<file path="config.mk">
export PLATFORM = sky130hd
export DESIGN_NAME = atd_deserializer
export DESIGN_NICKNAME = d
export VERILOG_FILES = /design/src/rtl/atd_pkg.sv /design/src/rtl/atd_byte_counter.sv /design/src/rtl/atd_deserializer.sv
export SDC_FILE = /design/constraint.sdc
export NUM_CORES = 1
export LEC_CHECK = 0
export CAP_MARGIN = 20
export CORE_MARGIN = 3
export CORE_UTILIZATION = 30
export CTS_CLUSTER_DIAMETER = 100
export DETAILED_ROUTE_END_ITERATION = 10
export HOLD_SLACK_MARGIN = 0.03
export PLACE_DENSITY = 0.66
export SETUP_SLACK_MARGIN = 0.3
export SLEW_MARGIN = 5
export SYNTH_ARGS = -nofsm -noshare
export SYNTH_HDL_FRONTEND = slang
export SYNTH_SLANG_ARGS = --single-unit
</file>
<file path="constraint.sdc">
create_clock -name clk -period 1.7 [get_ports clk]
set_input_delay 0.51 -clock clk [delete_from_list [all_inputs] [get_ports clk]]
set_output_delay 0.51 -clock clk [all_outputs]
set_load 0.02 [all_outputs]
</file>
<file path="src/rtl/atd_pkg.sv">
// Shared types and constants for the ATD byte-to-block deserializer.
//   atd_state_t     : FILL (collecting bytes) / FULL (block pending ack)
//   ATD_BLOCK_BYTES : bytes per assembled block
//   ATD_BLOCK_W     : width of the assembled block in bits
package atd_pkg;

    typedef enum logic {
        FILL = 1'b0,
        FULL = 1'b1
    } atd_state_t;

    localparam int ATD_BLOCK_BYTES = 16;
    localparam int ATD_BLOCK_W     = 128;

endpackage

</file>
<file path="src/rtl/atd_byte_counter.sv">
// 4-bit byte counter for the ATD deserializer.
// Ports:
//   clk   : system clock, rising edge
//   n_rst : synchronous active-low reset
//   clr   : synchronous clear to zero (wins over en)
//   en    : count one byte this cycle
//   count : bytes counted so far (0..15)
//   wrap  : en while count==15; this edge completes a block and count rolls to 0
module atd_byte_counter (
    input  logic       clk,
    input  logic       n_rst,
    input  logic       clr,
    input  logic       en,
    output logic [3:0] count,
    output logic       wrap
);

    assign wrap = en && (count == 4'hF);

    always_ff @(posedge clk) begin
        if (!n_rst) begin
            count <= 4'd0;
        end else if (clr) begin
            count <= 4'd0;
        end else if (en) begin
            count <= count + 4'd1;   // natural 4-bit rollover on the 16th byte
        end
    end

endmodule

</file>
<file path="src/rtl/atd_deserializer.sv">
// Collects a byte stream MSB-first into one 128-bit block, flags it valid and
// holds it stable (with byte backpressure) until the controller acknowledges.
//
// Ports:
//   clk, n_rst   : clock (rising edge), synchronous active-low reset
//   byte_in      : incoming byte; byte_valid marks it valid this cycle
//   byte_ready   : high in FILL; a byte is accepted on byte_valid && byte_ready
//   block_ack    : controller took ATD_parallel (only acted on in FULL)
//   clear        : synchronous abort of the partial block, clears overrun_err
//   flush        : pad-and-complete request (active only with ATD_FLUSH_EN)
//   ATD_parallel : assembled block, first byte in the top byte lane
//   block_valid  : high in FULL
//   byte_count   : bytes accepted into the current block
//   overrun_err  : sticky, set by byte_valid while a block is pending
//
// Valid/ready: a byte transfers exactly on a rising edge where byte_valid and
// byte_ready are both high; byte_ready depends only on registered state.
//
// Build option: define ATD_FLUSH_EN to enable the flush input; otherwise it is
// ignored.
module atd_deserializer
    import atd_pkg::*;
#(
    parameter int NUM_BYTES = 16,
    parameter int BYTE_W    = 8
) (
    input  logic                        clk,
    input  logic                        n_rst,
    input  logic [BYTE_W-1:0]           byte_in,
    input  logic                        byte_valid,
    output logic                        byte_ready,
    input  logic                        block_ack,
    input  logic                        clear,
    input  logic                        flush,
    output logic [NUM_BYTES*BYTE_W-1:0] ATD_parallel,
    output logic                        block_valid,
    output logic [3:0]                  byte_count,
    output logic                        overrun_err
);

    localparam int W = NUM_BYTES * BYTE_W;

    atd_state_t     state, next_state;
    logic [W-1:0]   data_q;
    logic [W-1:0]   shift_data;
    logic           accept;
    logic           wrap;
    logic           flush_fire;

    assign accept     = byte_valid && (state == FILL);
    assign shift_data = {data_q[W-BYTE_W-1:0], byte_in};

    atd_byte_counter u_counter (
        .clk   (clk),
        .n_rst (n_rst),
        .clr   (clear || flush_fire),
        .en    (accept && !clear),
        .count (byte_count),
        .wrap  (wrap)
    );

`ifdef ATD_FLUSH_EN
    // Bytes in the block after this edge, counting a byte accepted alongside
    // the flush; the block is then left-justified with zero padding.
    logic [4:0]   fill_bytes;
    logic [W-1:0] flush_src;
    logic [W-1:0] flush_data;

    assign fill_bytes = {1'b0, byte_count} + {4'd0, accept};
    assign flush_src  = accept ? shift_data : data_q;
    assign flush_data = flush_src << (BYTE_W * (NUM_BYTES - int'(fill_bytes)));
`else
    logic unused_flush;
    assign unused_flush = flush;
`endif

    always_comb begin
        next_state = state;
        flush_fire = 1'b0;
        case (state)
            FILL: begin
                if (wrap) begin
                    next_state = FULL;
`ifdef ATD_FLUSH_EN
                end else if (flush && (byte_count != 4'd0 || accept)) begin
                    flush_fire = 1'b1;
                    next_state = FULL;
`endif
                end
            end
            FULL: begin
                if (block_ack) next_state = FILL;
            end
            default: next_state = FILL;
        endcase
        if (clear) next_state = FILL;
    end

    always_ff @(posedge clk) begin
        if (!n_rst) state <= FILL;
        else        state <= next_state;
    end

    always_ff @(posedge clk) begin
        if (!n_rst) begin
            data_q <= '0;
        end else if (clear) begin
            data_q <= '0;
`ifdef ATD_FLUSH_EN
        end else if (flush_fire) begin
            data_q <= flush_data;
`endif
        end else if (accept) begin
            data_q <= shift_data;
        end
    end

    always_ff @(posedge clk) begin
        if (!n_rst) begin
            overrun_err <= 1'b0;
        end else if (clear) begin
            overrun_err <= 1'b0;
        end else if (state == FULL && byte_valid) begin
            overrun_err <= 1'b1;
        end
    end

    assign byte_ready   = (state == FILL);
    assign block_valid  = (state == FULL);
    assign ATD_parallel = data_q;

endmodule

</file>
==> results.txt <==
By area, the combinational part of the netlist is dominated by simple AND/OR/NAND/NOR gates. The Yosys step of the flow raised 0 warnings. The adder-cell share of the synthesized area is 0.002705, and the switching share of power is 0.2138. The via density per instance works out to 4.680.

The tools report the number of unique standard cell types used by synthesis as 19. The library cell used most frequently in the layout, excluding fill and tap cells, is nand2_1. Routed signal wires occupy layers up through met4. The worst path in the final design needs a cycle of 1424 ps, including I/O delays and setup.

The clock skew is 7.975 ps, and the critical-path maximum fanout is 3. The first global-routing pass estimated 22,900 microns of wire. Entering global routing, the biggest net connects 67 pins.

For the worst setup path, the data required time is 1190 ps. In this run the count of I/O pins placed on the die edge is 149. TritonCTS built the clock tree.

After the last flow step, the layout net total stands at 896. Summing every instance area after synthesis gives 4626 sq um. Summed over all layers, the routed wires come to 17,440 microns.

The net count after synthesis was 599; the final worst-path cycle share was 0.8375. The logs give 0.535 for the clock group share of total power and 1351 microns for the total met3 wirelength after detailed routing. Largest voltage drop on the vdd net: 0.8845 mV. The sequential area share after synthesis was 0.5799. Setup repair after global routing could not meet its margin everywhere.

The fraction of final layout cells with drive strength greater than 1 is 0.5414. The detailed placer's ending HPWL was 8363 microns. The die width is 130.2 microns, and the routed length on met1 is 6879 microns. The signal on the critical path passes through inv_2 -> buf_6.

Count of port buffers added during placement: 147. The worst hold path passes through 2 cells. From bottom edge to top edge, the die measures 130.2 microns.

Derived from the worst setup path, the maximum achievable clock frequency is 0.7024 GHz. Power share of the combinational group: 0.056. The number of sinks on the clock net was 134; the final instance count without filler cells was 1,078.

For the hold-fix buffer count after cts, the log shows 0. The internal power of the cells totals 0.006059 W. The logs give 0.001648 W for the net switching power and 0.410 for the share of power burned in registers. For the final weighted congestion in routability-driven placement, the log shows 0.7594. The effective utilization at floorplan was 0.3124. The global-route total usage across every layer is 0.1712, and the number of instances in the placed design is 901. The tools report the number of antenna repair diodes as 0. In this run the static leakage power is 3.649 nW. The worst-case headroom to the max-slew limit was 0.8735; the average footprint of a synthesized cell was 7.921 sq um.

Once routing completed, OpenROAD measured the worst setup slack at 276.2 ps. Counting the buffers created by CTS gives 17. The run gives 239 as the DRC violation total after the first TritonRoute iteration. STA puts the critical path data arrival time at 910 ps. The share of the synthesized area in compound gates (AO/OA/AOI/OAI) works out to 0.1439. In this design, the stage delay of the slowest critical-path cell is 350 ps. The number of core rows is 44.

The library cells used most frequently in the layout, excluding fill and tap cells, are nand2_1, buf_4, buf_6. For the worst-skew pair, the clock arrives at the later sink with an insertion delay of 410 ps. Count of mapped cells out of synthesis: 584.

The category of the worst setup path launch point was a flop. The tools report the total count of hold-check failures in the final report as 0. Setup violations remaining at the end of the flow were counted as 0. The H-tree was split into 4 levels. Max-capacitance violation count: 0. The run gives 0 as the initial antenna violation count. The run finished with clean final reports. Dividing the detail-routed wire length by the instance count gives 16.18 microns. The largest individual stage delay along the critical path comes from the cell dfxtp_2. The logs give 5 for the first-pass detailed-route iteration total and 9020 microns for the detailed route wirelength on metal2.

The number of max-slew violations in the final report is 0. The class of the worst hold path is reg -> reg. The tools report the die area as 16,950 sq um. The area growth from synthesis to layout came out at 90.40%. Among cell families on the critical path, the largest total delay comes from flip-flops.

The count of nets left with antenna violations once routing finished came out at 0. Final hold analysis gives a worst-case slack of 460.2 ps. The simple-gate share of the synthesized area was 0.2240. For the worst flop-to-flop path, the logic depth is 6.

Dividing total power by cell area gives a power density of 875.1 nW/um^2. The kind of end point of the critical path is an output pin. For the pin with the worst max-slew slack, the measured transition is 189.7 ps. Timing analysis after detailed placement gives a worst setup slack of -155.2 ps. The category of the most critical setup path was reg -> out.

The mux contribution to synthesized area came out at 0. Summing over every cut layer, the via total after detailed routing is 5,045. The residual DRC count is 0, and the combined buffer and inverter count along the critical path is 2. No sink is reached through more buffers than the 2 on the longest clock path. Post-synthesis share of cell area spent on xor and xnor gates: 0.003787. The setup TNS came out at 0 ps.

Counting flops and latches in the post-synthesis netlist gives 134. After global routing the overflow that remains totals 0. The number of cells on the critical path works out to 2. Clock tree synthesis selected as its root buffer the cell clkbuf_16. Clock-pin slew was measured on the worst setup and hold paths at 60 ps. The number of global-route vias before repair was 4,782. The core region area came out at 14,810 sq um.
-- cell type report --
class                   instances  area, sq um
clock buffers                  20        466.7
multi-input cells             406         1778
clock inverters                12        197.7
well taps                     184        230.2
inverters                       1        3.754
fillers                      1237         6002
flip-flops and latches        134         2850
repair buffers                321         3281
-- path summary, 6_finish.rpt --
kind                                         end        startpoint  slack [ps]
worst min-delay path            ATD_parallel[59]  ATD_parallel[51]         460
worst min register to register  ATD_parallel[59]  ATD_parallel[51]         460
worst max-delay path                  byte_ready       block_valid         280
worst max register to register  ATD_parallel[41]       block_valid         310
-- stage by stage --
stage	total power, W	instance area, sq um	util
2_1_floorplan	0.003387	4626	-
3_3_place_gp	0.003511	6450	0.4355
3_5_place_dp	0.003511	6450	0.4355
4_1_cts	0.007615	8142	0.5498
5_1_grt	0.007906	8807	0.5947
6_report	0.007707	8807	0.5947
-- power by group through the flow --
stage | clock network (W) | logic [W] | registers (W)
CTS | 0.00416 | 0.000299 | 0.00316
detailed placement | 0 | 0.000286 | 0.00323
floorplan | 0 | 0.000150 | 0.00324
finish | 0.00412 | 0.000429 | 0.00316
global route | 0.00429 | 0.000455 | 0.00316
global placement | 0 | 0.000286 | 0.00323
-- repair_timing --
| action | 4_1_cts | 5_1_grt |
|---|---|---|
| setup endpoints to repair | 147 | 254 |
| cloned | 0 | 15 |
| resized for setup | 942 | 15 |
| hold endpoints to repair | 0 | 0 |
| setup buffers | 92 | 38 |
-- cells in the mapped netlist --
cell       count  area share
nand3_1        1      0.0011
inv_1          1     0.00081
a21oi_1      132        0.14
xnor2_1        1      0.0019
or3_1          1      0.0014
nand2_1      258        0.21
nand4bb_1      1      0.0024
buf_2         28       0.030
buf_6          1      0.0024
nor2_1         3      0.0024
clkbuf_1       9      0.0073
ha_1           1      0.0027
nand3b_1       1      0.0016
xor2_1         1      0.0019
and2b_1        1      0.0016
nand2b_1       3      0.0041
o21ai_0        1      0.0011
dfxtp_1      134        0.58
buf_1          6      0.0049
-- per-layer routing --
layer | track usage | vias up
met2 | 0.2897 | 161
li1 | - | 2470
met4 | 0.05196 | 0
met3 | 0.07982 | 16
met1 | 0.1926 | 2398
met5 | 0 | -
-- kinds of logic after synthesis --
| kind of cell | Yosys count |
|---|---|
| adders and majority gates | 1 |
| AOI/OAI and AO/OA | 133 |
| xor gates and xnor gates | 2 |
| DFF | 134 |
| buffers and inverters | 45 |
| and+or+nand+nor | 269 |
-- worst register-to-register path: stages, from the launching register on --
cell	delay [ps]
dfxtp_2	330
buf_4	150
and2b_4	280
buf_12	150
buf_12	150
nand2_1	100
a21oi_1	160
-- sequential cells by signal, indices dropped and copies added, names as in the netlist --
name,cells
u_counter.count,4
block_valid,1
ATD_parallel,128
overrun_err,1
Power figures use the tool's default switching activity.
